[src/rtl/mips_isa_pkg.sv]
// mips_isa_pkg: MIPS subset opcodes, instruction field bit positions and encoder state enum shared by encoder and decoder
package mips_isa_pkg;
  localparam logic [5:0] OP_RTYPE = 6'b000000;
  localparam logic [5:0] OP_J     = 6'b000010;
  localparam logic [5:0] OP_JAL   = 6'b000011;
  localparam logic [5:0] OP_ADDI  = 6'b001000;
  localparam logic [5:0] OP_BNE   = 6'b000101;
  localparam logic [5:0] OP_LW    = 6'b100011;
  localparam logic [5:0] OP_SW    = 6'b101011;
  localparam logic [5:0] OP_XORI  = 6'b001110;
  localparam int OP_LSB    = 26;
  localparam int RS_LSB    = 21;
  localparam int RT_LSB    = 16;
  localparam int RD_LSB    = 11;
  localparam int SHAMT_LSB = 6;
  localparam int FUNCT_LSB = 0;
  localparam int IMM_LSB   = 0;
  localparam int ADDR_LSB  = 0;
  typedef enum logic [1:0] {S_IDLE, S_ACCEPT, S_WRITE, S_DONE} state_e;
endpackage

[src/rtl/instruction_packer.sv]
// instruction_packer: combinational R/I/J packing of opcode, rs, rt, rd, imm, addr, funct into word, with supported flag
module instruction_packer
  import mips_isa_pkg::*;
(
  input  logic [5:0]  opcode,
  input  logic [4:0]  rs,
  input  logic [4:0]  rt,
  input  logic [4:0]  rd,
  input  logic [15:0] imm,
  input  logic [25:0] addr,
  input  logic [5:0]  funct,
  output logic [31:0] word,
  output logic        supported
);
  logic rtype, jtype, itype;
  always_comb begin
    rtype = opcode == OP_RTYPE;
    jtype = opcode == OP_J || opcode == OP_JAL;
    itype = opcode inside {OP_ADDI, OP_BNE, OP_LW, OP_SW, OP_XORI};
    supported = rtype | jtype | itype;
    word = rtype ? {opcode, rs, rt, rd, 5'b0, funct} :
           jtype ? {opcode, addr} :
           itype ? {opcode, rs, rt, imm} : 32'b0;
  end
endmodule

[src/rtl/instruction_encoder.sv]
// instruction_encoder: valid/ready field bundles in, packed words written to consecutive memory addresses out, with count/done/error status
module instruction_encoder
  import mips_isa_pkg::*;
#(
  parameter int ADDR_WIDTH = 10,
  parameter int BASE_ADDR  = 0
) (
  input  logic                  clk,
  input  logic                  reset_n,
  input  logic                  start,
  input  logic                  in_valid,
  output logic                  in_ready,
  input  logic                  in_last,
  input  logic [5:0]            opcode,
  input  logic [4:0]            rs,
  input  logic [4:0]            rt,
  input  logic [4:0]            rd,
  input  logic [15:0]           imm,
  input  logic [25:0]           addr,
  input  logic [5:0]            funct,
  output logic                  mem_wr_en,
  output logic [ADDR_WIDTH-1:0] mem_wr_addr,
  output logic [31:0]           mem_wr_data,
  input  logic                  mem_wr_ready,
  output logic [ADDR_WIDTH:0]   count,
  output logic                  busy,
  output logic                  done,
  output logic                  err_opcode,
  output logic                  err_full
);
  localparam logic [ADDR_WIDTH-1:0] BASE = ADDR_WIDTH'(BASE_ADDR);
  state_e                state_q, state_d;
  logic [ADDR_WIDTH-1:0] ptr_q, ptr_d, addr_q, addr_d;
  logic [ADDR_WIDTH:0]   cnt_q, cnt_d;
  logic [31:0]           data_q, data_d, word;
  logic                  last_q, last_d, eop_q, eop_d, efull_q, efull_d, sup;
  instruction_packer u_packer (
    .opcode(opcode), .rs(rs), .rt(rt), .rd(rd), .imm(imm), .addr(addr),
    .funct(funct), .word(word), .supported(sup)
  );
  always_comb begin
    state_d = state_q;
    ptr_d   = ptr_q;
    addr_d  = addr_q;
    data_d  = data_q;
    last_d  = last_q;
    cnt_d   = cnt_q;
    eop_d   = eop_q;
    efull_d = efull_q;
    case (state_q)
      S_IDLE, S_DONE: if (start) begin
        state_d = S_ACCEPT;
        ptr_d   = BASE;
        cnt_d   = '0;
        eop_d   = 1'b0;
        efull_d = 1'b0;
      end
      S_ACCEPT: if (in_valid) begin
        // count's top bit set means all 2^ADDR_WIDTH words are used
        if (sup && !cnt_q[ADDR_WIDTH]) begin
          addr_d  = ptr_q;
          data_d  = word;
          last_d  = in_last;
          state_d = S_WRITE;
        end else begin
          eop_d   = eop_q | !sup;
          efull_d = efull_q | sup;
          state_d = in_last ? S_DONE : S_ACCEPT;
        end
      end
      S_WRITE: if (mem_wr_ready) begin
        ptr_d   = ptr_q + 1'b1;
        cnt_d   = cnt_q + 1'b1;
        state_d = last_q ? S_DONE : S_ACCEPT;
      end
      default: state_d = S_IDLE;
    endcase
  end
  always_ff @(posedge clk or negedge reset_n) begin
    if (!reset_n) begin
      state_q <= S_IDLE;
      ptr_q   <= '0;
      addr_q  <= '0;
      data_q  <= '0;
      last_q  <= 1'b0;
      cnt_q   <= '0;
      eop_q   <= 1'b0;
      efull_q <= 1'b0;
    end else begin
      state_q <= state_d;
      ptr_q   <= ptr_d;
      addr_q  <= addr_d;
      data_q  <= data_d;
      last_q  <= last_d;
      cnt_q   <= cnt_d;
      eop_q   <= eop_d;
      efull_q <= efull_d;
    end
  end
  assign in_ready    = state_q == S_ACCEPT;
  assign mem_wr_en   = state_q == S_WRITE;
  assign busy        = in_ready | mem_wr_en;
  assign done        = state_q == S_DONE;
  assign mem_wr_addr = addr_q;
  assign mem_wr_data = data_q;
  assign count       = cnt_q;
  assign err_opcode  = eop_q;
  assign err_full    = efull_q;
endmodule

[config.mk]
export PLATFORM = sky130hd
export DESIGN_NAME = instruction_encoder
export DESIGN_NICKNAME = d
export VERILOG_FILES = /design/src/rtl/mips_isa_pkg.sv /design/src/rtl/instruction_packer.sv /design/src/rtl/instruction_encoder.sv
export SDC_FILE = /design/constraint.sdc
export NUM_CORES = 1
export LEC_CHECK = 0
export ABC_AREA = 1
export BUFFER_PORTS_ARGS = -buffer_cell sky130_fd_sc_hd__buf_2
export CAP_MARGIN = 40
export CORE_MARGIN = 8
export CORE_UTILIZATION = 53
export DETAILED_ROUTE_END_ITERATION = 7
export PLACE_DENSITY = 0.93
export SETUP_SLACK_MARGIN = 0.05
export SLEW_MARGIN = 0
export SYNTH_ARGS = -nofsm -noshare
export SYNTH_HDL_FRONTEND = slang
export SYNTH_SLANG_ARGS = --single-unit
[constraint.sdc]
create_clock -name clk -period 4.35 [get_ports clk]
set_input_delay 0.6525 -clock clk [delete_from_list [all_inputs] [get_ports clk]]
set_output_delay 0.6525 -clock clk [all_outputs]
set_load 0.02 [all_outputs]
==> reports/qor.txt, run 1 <==
GRT overflow -> 0
Design area -> 4404 sq um
Clk sinks -> 68
CP required -> 4620 ps
Max frequency -> 382.9 MHz
Nets@finish -> 688
Post-CTS Setup Bufs -> 0
Mapped Nets -> 557
WL/cell -> 14.84 microns
Core area -> 6644 sq um
Peak VDD IR -> 0.1879 mV
Worst EP arrival -> 2880 ps
FF+latch area -> 1702 sq um
Final Skew -> 7.582 ps
Critical path class -> reg -> reg
Max_cap viols -> 0
PwrDens -> 426.3 nW/um^2
Layout overhead on the synthesized area -> 23.99%
Synth cell types -> 27
Clock buffer depth -> 2
Residual DRC count -> 0
Xor and xnor area share after synthesis -> 0%
Final setup fails -> 0
Worst Path Max Fanout -> 18
Vias per cell -> 5.486
Status -> completed
Die width -> 97.87 microns
# diodes -> 0
Placer Congestion -> 0.8188
Count of pins over their slew limit -> 0
IO Count -> 134
Die height -> 97.87 microns
Pin count of the biggest net entering global routing -> 36
FILL cells -> 539
Drt pass-1 iters -> 6
Hold Vio Cnt, Final -> 0
Simple-Gate Fraction of Synth Area -> 32.72%
Number of CTS-inserted buffers -> 9
Slew headroom -> 49.00%
Multi-input logic area -> 1577 sq um
H-tree depth -> 3
Synth Area in Adders -> 1.761%
Layout cells sized above 1 -> 26.31%
Layout Cells excl Fill -> 692
Cts repair resizes -> 0
Global-route wire length before repair -> 16,820 microns
Util after Layout -> 66.29%
Vias in the first global route -> 3,668
Dpl cells -> 677
Routed vias -> 3,796
DP HPWL -> 7853 microns
Synth Warn # -> 0
Mapped cell area -> 3552 sq um
Die Area -> 9578 sq um
I/O Buffers -> 133
Syn avg cell area -> 7.447 sq um
Hold WS -> 376.5 ps
Post-layout minimum cycle time -> 2611 ps
GRT Total Usage -> 21.02%
Initial antenna violation count -> 0
Final setup TNS -> 0 ps
Hold crit path type -> in -> async
P_leak -> 2.443 nW
Cts-stage hold buffer count -> 0
Initial Util -> 53.47%
TritonCTS clock tree -> built
Clk slew on worst S/H paths -> 80 ps
Area after DPL -> 4235 sq um
Routed WL -> 10,270 microns
RSZ-0062 raised after global routing -> no
Root buffer cell -> clkbuf_8
CP Launch Type -> register
Largest family of logic cells by synthesized area -> simple AND/OR/NAND/NOR gates
Post-synthesis mux area share -> 0%
Mapped Cells -> 477
Critical Path End Type -> register
DRT iter0 DRCs -> 204
Synth Area in Compound Gates -> 9.898%
Worst slew pin tran -> 765.1 ps
Yosys reg bits -> 68
Seq/Total Area, Yosys -> 47.90%
Final ANT Viol Nets -> 0
Worst skew pair latency -> 340 ps
Cell Rows -> 30
Post-route clock period utilization -> 60.03%
## placed cells by master (no fill, tap or decap), types with 2 or more instances in the layout
cell      count
a22oi_1       5
clkinv_2      2
inv_1        40
inv_2         3
dfrtp_1      68
nand3_2       2
or2_2         2
o21ai_1      30
nand2_1     196
nor4_1        2
o21ai_0      18
nor3_1       13
buf_4         4
nor2_1       21
nor2_2        2
ha_1          5
buf_2       133
nand3_1      25
clkbuf_1      2
clkbuf_8     11
a21oi_1       9
nand4_1      12
o211ai_1      2
## per-stage QoR
step / worst slack, ps / power [mW]
floorplan: 2544 / 1.191
global placement: 1667 / 1.389
detailed placement: 1550 / 1.422
CTS: 1777 / 1.884
global route: 1415 / 1.977
finish: 1739 / 1.878
## Yosys cell counts
| cell type | n | area share (%) |
|---|---|---|
| nand2_1 | 196 | 21 |
| dfrtp_1 | 68 | 48 |
| inv_1 | 40 | 4.2 |
| o21ai_1 | 30 | 4.2 |
| nand3_1 | 25 | 3.5 |
| nor2_1 | 21 | 2.2 |
| o21ai_0 | 18 | 2.5 |
| nor3_1 | 13 | 1.8 |
| nand4_1 | 12 | 2.1 |
| a21oi_1 | 9 | 1.3 |
| buf_2 | 6 | 0.85 |
| a22oi_1 | 5 | 1.1 |
| buf_4 | 5 | 1.1 |
| ha_1 | 5 | 1.8 |
| buf_6 | 3 | 0.95 |
| clkbuf_1 | 3 | 0.32 |
| inv_2 | 3 | 0.32 |
| nand3_2 | 2 | 0.56 |
| nor2_2 | 2 | 0.35 |
| nor4_1 | 2 | 0.35 |
| o211ai_1 | 2 | 0.42 |
| or2_2 | 2 | 0.35 |
| a21boi_0 | 1 | 0.21 |
| a31oi_1 | 1 | 0.18 |
| nand2_2 | 1 | 0.18 |
| nand3b_2 | 1 | 0.32 |
| nor3b_1 | 1 | 0.21 |
## state kept, by name (all words and copies together), names as in the netlist
signal / flops
state_q: 2
ptr_q: 10
err_opcode: 1
mem_wr_data: 32
mem_wr_addr: 10
err_full: 1
count: 11
last_q: 1
## layout make-up
cell class / instances / area share, %
clock buffer: 13 / 3.608
clock inverter: 2 / 0.2273
inverter: 43 / 3.665
multi-input combinational: 349 / 35.80
sequential: 68 / 38.64
tap: 80 / 2.273
timing repair buffer: 137 / 15.80
## worst max-delay path, stage by stage (launching register included)
cell and delay, ps:
dfrtp_1 410, inv_1 90, ha_1 460, inv_1 120
nand2_1 140, nand2_1 80, nor2_2 480, nand3_1 300
nor3_1 220, o21ai_0 120, nor2_1 120
## per-layer routing
layer / vias to the layer above / global-route usage [%] / routed length [microns]
met3: 35 / 5.690 / 823
met2: 183 / 36.14 / 5272
met4: 0 / 12.23 / 391
met1: 1775 / 22.78 / 3785
li1: 1803 / - / -
met5: - / 0 / 0
## cells by family (layout without fill, tap and decap cells)
| family | after synthesis | in the layout |
|---|---|---|
| simple gates | 278 | 278 |
| fa+ha+maj | 5 | 5 |
| compound gates | 66 | 66 |
| flops | 68 | 68 |
| buf+inv | 60 | 195 |
## worst paths after layout
path | start | end | slack [ps] | cells after the start
worst min register to register | mem_wr_data[12]$_DFFE_PN0P_ | mem_wr_data[12]$_DFFE_PN0P_ | 480 | 2
worst max-delay path | state_q[0]$_DFFE_PN0P_ | ptr_q[6]$_DFFE_PN0P_ | 1740 | 10
worst min-delay path | reset_n | mem_wr_data[3]$_DFFE_PN0P_ | 380 | 1
max in group asynchronous | reset_n | mem_wr_addr[6]$_DFFE_PN0P_ | 3030 | 2
min in group clk | mem_wr_data[12]$_DFFE_PN0P_ | mem_wr_data[12]$_DFFE_PN0P_ | 480 | 2
worst max register to register | state_q[0]$_DFFE_PN0P_ | ptr_q[6]$_DFFE_PN0P_ | 1740 | 10
## power breakdown
part | leakage (nW) | internal (mW) | switching [mW]
registers | 0.932 | 0.723 | 0.0685
logic | 1.42 | 0.192 | 0.428
clock network | 0.0893 | 0.234 | 0.232
total | 2.44 | 1.15 | 0.729
Note: power is estimated with default switching activity, not from simulation.
==> inputs of run 2 (changes only) <==
Settings changed: ABC_AREA 1 to 0, CORE_UTILIZATION 53 to 49, PLACE_DENSITY 0.93 to 0.88.
Clock period 4.35 ns to 2.6 ns, I/O delays scaled along.
==> run 2 against run 1 <==
Against the previous run: global-route usage shrank 2.2 points; final area is essentially flat; die area grew 3.2%; area after synthesis shrank 4.1%; highest routed layer unchanged; synthesized cell count shrank 30%; sequential power grew 69%; clock skew is essentially flat; hold slack lost 280 ps; largest cell class unchanged; power grew 88%; register-to-register slack lost 1400 ps.
==> reports/qor.txt, run 2 <==
Nets@finish -> 551
Vias per cell -> 5.394
Final setup fails -> 0
Count of pins over their slew limit -> 0
P_leak -> 2.266 nW
Layout overhead on the synthesized area -> 29.18%
Die width -> 99.40 microns
Synth top area cells -> dfrtp_1 (50%), nand2_1 (4.7%), o21ai_1 (4.1%)
CP Depth -> 7
Cell Rows -> 30
Worst skew pair latency -> 340 ps
Worst Setup SP -> state_q[0]$_DFFE_PN0P_
Hold Vio Cnt, Final -> 0
R2R Path Start -> state_q[0]$_DFFE_PN0P_
Drt pass-1 iters -> 5
Seq/Total Area, Yosys -> 49.93%
Clk slew on worst S/H paths -> 70 ps
CP required -> 2830 ps
RSZ-0062 raised after global routing -> no
Pre-CTS setup slack -> 320.6 ps
Commonest cells after routing, fill and taps aside -> buf_2 (134), dfrtp_1 (68), nand2_1 (43), nor2_1 (28), o21ai_1 (28)
Max_cap viols -> 0
Ys flop type -> dfrtp_1
Die height -> 99.40 microns
Critical Path Sink -> count[8]$_DFFE_PN0P_
Yosys reg bits -> 68
Initial Util -> 50.44%
Core area -> 6756 sq um
Number of CTS-inserted buffers -> 9
Slew headroom -> 51.99%
GRT Total Usage -> 18.86%
Clk sinks -> 68
PnR worst setup slack -> 379.2 ps
Status -> completed
Critical path class -> reg -> reg
Crit-path slowest cell -> nor4_2
Commonest non-fill, non-tap cell in the layout -> buf_2
CP Launch Type -> register
DP HPWL -> 7262 microns
Synth top cells by count -> dfrtp_1 (68), nand2_1 (43), nor2_1 (28), o21ai_1 (28), a21oi_1 (14)
Capture point of the worst reg-to-reg path -> count[8]$_DFFE_PN0P_
Mapped cell area -> 3408 sq um
Count leader, synth -> dfrtp_1
FILL cells -> 539
# diodes -> 0
Hold crit path type -> in -> async
Clock buffer depth -> 2
Worst r2r path cells -> 7
Initial antenna violation count -> 0
TritonCTS clock tree -> built
Syn avg cell area -> 10.17 sq um
Final setup TNS -> 0 ps
Synth Warn # -> 0
CP most frequent cell -> nor2_1
Placer Congestion -> 0.8735
Crit-path max cell delay -> 660 ps
Mapped Cells -> 335
Root buffer cell -> clkbuf_8
Layout cells sized above 1 -> 36.76%
Worst EP arrival -> 2450 ps
Synth cell types -> 45
R2r setup slk -> 380 ps
Max frequency -> 450.3 MHz
Max reg flops -> 32
GRT overflow -> 0
Leading area contributor after synthesis -> dfrtp_1
IO Count -> 134
Critical Path End Type -> register
Post-route clock period utilization -> 85.42%
Peak VDD IR -> 0.5643 mV
Routed WL -> 9392 microns
Final Skew -> 7.224 ps
Worst slew pin tran -> 720.2 ps
Crit-path cells -> inv_1 -> ha_1 -> nor2_1 -> nor4_2 -> nand4_1 -> xor2_1 -> nor2_1
Residual DRC count -> 0
H-tree depth -> 3
DRT iter0 DRCs -> 184
Pin count of the biggest net entering global routing -> 53
WL/cell -> 16.89 microns
Final ANT Viol Nets -> 0
Post-layout minimum cycle time -> 2221 ps
PwrDens -> 802.2 nW/um^2
Cts-stage hold buffer count -> 0
Worst Path Max Fanout -> 9
Global-route wire length before repair -> 14,950 microns
I/O Buffers -> 133
Vias in the first global route -> 3,023
Die Area -> 9880 sq um
Mapped Nets -> 415
CP Buf/Inv Count -> 1
Post-synth EDFFs -> 0
Cts repair resizes -> 0
Post-CTS Setup Bufs -> 0
CP top delay family -> simple AND/OR/NAND/NOR gates
Async SR Flop Fraction -> 100.0%
Routed vias -> 2,999
Area share of the largest cell type after synthesis -> 49.93%
[run 2: cells by family after synthesis]
group           synth area share (%)
flops                          49.93
fa+ha+maj                      1.836
buf+inv                        4.148
mux                            7.930
xor+xnor                       4.368
compound gates                 14.76
simple gates                   17.03
[run 2: metal layers]
| metal | global-route usage (%) | vias up | routed length (microns) |
|---|---|---|---|
| met3 | 3.771 | 12 | 436 |
| li1 | - | 1464 | - |
| met1 | 22.69 | 1436 | 3939 |
| met5 | 0 | - | 0 |
| met4 | 8.033 | 0 | 114 |
| met2 | 32.02 | 87 | 4902 |
[run 2: power by group]
| group | internal (mW) | switching, mW | leakage, nW |
|---|---|---|---|
| Combinational | 0.395 | 0.764 | 1.22 |
| Clock | 0.635 | 0.394 | 0.117 |
| Sequential | 1.23 | 0.113 | 0.927 |
| Total | 2.26 | 1.27 | 2.27 |
[run 2: how the worst min path moves through the flow]
stage,from,to,slack [ps]
finish,reset_n,count[6]$_DFFE_PN0P_,100
global route,reset_n,ptr_q[7]$_DFFE_PN0P_,140
CTS,reset_n,ptr_q[7]$_DFFE_PN0P_,110
detailed placement,reset_n,count[6]$_DFFE_PN0P_,470
global placement,reset_n,count[6]$_DFFE_PN0P_,460
floorplan,reset_n,count[0]$_DFFE_PN0P_,90
[run 2: final cells by class]
class                   instances  area, sq um  area share (%)
multi-input cells             238         1583           35.95
repair buffers                145        753.2           17.11
inverters                       9        33.78          0.7673
clock inverters                 5        100.1           2.273
well taps                      80        100.1           2.273
clock buffers                  11        131.4           2.984
flip-flops and latches         68         1702           38.65
[run 2: metrics by stage]
stage	hold slack (ps)	instances	instance area [sq um]	power, mW	util (%)
after floorplan	94.41	335	3408	2.089	-
after CTS	109.3	556	4403	3.554	65.17
after global placement	458.4	539	4167	2.466	61.67
after detailed placement	469.9	540	4172	2.517	61.74
after global routing	141.8	556	4403	3.730	65.17
final	100.8	556	4403	3.532	65.17
==> inputs of run 3 (changes only) <==
Clock period 2.6 ns to 2.2 ns, I/O delays scaled along.
==> run 3 against run 2 <==
Against the previous run: register-to-register slack got worse by 230 ps; sequential power is 19% higher; clock power shrank 18%; die area did not move; largest cell class unchanged; critical path depth is 2 lower; critical endpoint is now ptr_q[3]$_DFFE_PN0P_; global-route usage shrank 0.18 points.
==> reports/qor.txt, run 3 (synthesis results as in run 2) <==
Routed vias -> 3,014
Critical path class -> reg -> reg
Crit-path cells -> ha_2 -> nor2_1 -> or4b_4 -> or3_1 -> a21oi_1
Layout overhead on the synthesized area -> 29.66%
Max reg flops -> 32
Final setup fails -> 0
Post-layout minimum cycle time -> 2051 ps
Cell Rows -> 30
Final ANT Viol Nets -> 0
Die width -> 99.40 microns
R2r setup slk -> 150 ps
Hold WS -> 233.2 ps
Routed WL -> 9396 microns
Post-route clock period utilization -> 93.25%
# diodes -> 0
CP required -> 2460 ps
Peak VDD IR -> 0.5924 mV
Commonest cells after routing, fill and taps aside -> buf_2 (133), dfrtp_1 (68), nand2_1 (43), nor2_1 (28), o21ai_1 (28)
Root buffer cell -> clkbuf_8
Max_cap viols -> 0
Worst slew pin tran -> 524.3 ps
Clk sinks -> 68
Hold crit path type -> in -> reg
Crit-path max cell delay -> 580 ps
Core area -> 6756 sq um
IO Count -> 134
DRT iter0 DRCs -> 118
CP Buf/Inv Count -> 0
Worst skew pair latency -> 330 ps
Number of CTS-inserted buffers -> 9
PnR worst setup slack -> 148.6 ps
Crit-path slowest cell -> or4b_4
Final setup TNS -> 0 ps
HP Start -> in_last
Layout cells sized above 1 -> 38.46%
Count of pins over their slew limit -> 0
WL/cell -> 16.75 microns
Hold Vio Cnt, Final -> 0
P_leak -> 2.276 nW
Slew headroom -> 65.05%
H-tree depth -> 3
TritonCTS clock tree -> built
Nets@finish -> 558
Commonest non-fill, non-tap cell in the layout -> buf_2
Pin count of the biggest net entering global routing -> 65
Drt pass-1 iters -> 5
Vias in the first global route -> 3,103
Vias per cell -> 5.373
Pre-CTS setup slack -> 48.58 ps
Worst Setup SP -> state_q[1]$_DFFE_PN0P_
I/O Buffers -> 133
Global-route wire length before repair -> 14,770 microns
Post-CTS Setup Bufs -> 0
Placer Congestion -> 0.8838
GRT overflow -> 0
Initial antenna violation count -> 0
Residual DRC count -> 0
Status -> completed
CP Launch Type -> register
GRT Total Usage -> 18.68%
Worst EP arrival -> 2310 ps
RSZ-0062 raised after global routing -> no
Clk slew on worst S/H paths -> 60 ps
Die Area -> 9880 sq um
Clock buffer depth -> 2
CP top delay family -> simple AND/OR/NAND/NOR gates
Worst Path Max Fanout -> 6
Max frequency -> 487.5 MHz
Critical Path End Type -> register
Initial Util -> 50.44%
R2R Path Start -> state_q[1]$_DFFE_PN0P_
PwrDens -> 884.0 nW/um^2
Die height -> 99.40 microns
Final Skew -> 5.944 ps
DP HPWL -> 7468 microns
[run 3: final timing paths]
| path | endpoint | cells after the start |
|---|---|---|
| min in group asynchronous | count[1]$_DFFE_PN0P_ | 2 |
| setup reg to reg | ptr_q[3]$_DFFE_PN0P_ | 5 |
| hold / removal | last_q$_DFFE_PN0P_ | 2 |
| hold reg to reg | mem_wr_data[9]$_DFFE_PN0P_ | 2 |
| max in group asynchronous | state_q[1]$_DFFE_PN0P_ | 3 |
| setup / recovery | ptr_q[3]$_DFFE_PN0P_ | 5 |
[run 3: stage by stage]
stage          util [%]  area, sq um  instances  power (mW)
2_1_floorplan         -         3408        335       2.469
3_3_place_gp      62.63         4232        546       3.024
3_5_place_dp      62.63         4232        546       3.082
4_1_cts           65.09         4398        561       3.940
5_1_grt           65.41         4419        561       4.144
6_report          65.41         4419        561       3.907
[run 3: cell type report]
cell class                      count  area (sq um)
Clock buffer                       11         141.4
Clock inverter                      3         15.01
Fill cell                         542          2337
Timing Repair Buffer              152         823.3
Inverter                            9         33.78
Tap cell                           80         100.1
Multi-Input combinational cell    238          1604
Sequential cell                    68          1702
[run 3: metal layers]
metal	wire [microns]	share of wire [%]	vias up	GRT usage, %
met5	0	0	-	0
met4	207	2.2	0	9.080
met3	573	6.1	20	4.818
met2	4947	53	99	31.51
met1	3669	39	1428	21.55
li1	-	-	1467	-
[run 3: power breakdown]
| part | leakage (nW) | switching, mW | internal [mW] |
|---|---|---|---|
| sequential | 0.927 | 0.130 | 1.45 |
| combinational | 1.26 | 0.924 | 0.550 |
| clock | 0.0848 | 0.426 | 0.421 |
[run 3: repair_timing]
item / CTS / global route
endpoints found under the hold margin: 22 / 0
pin swaps: 0 / 0
resized for setup: 0 / 5
hold buffers: 1 / 0
endpoints found under the setup margin: 2 / 5
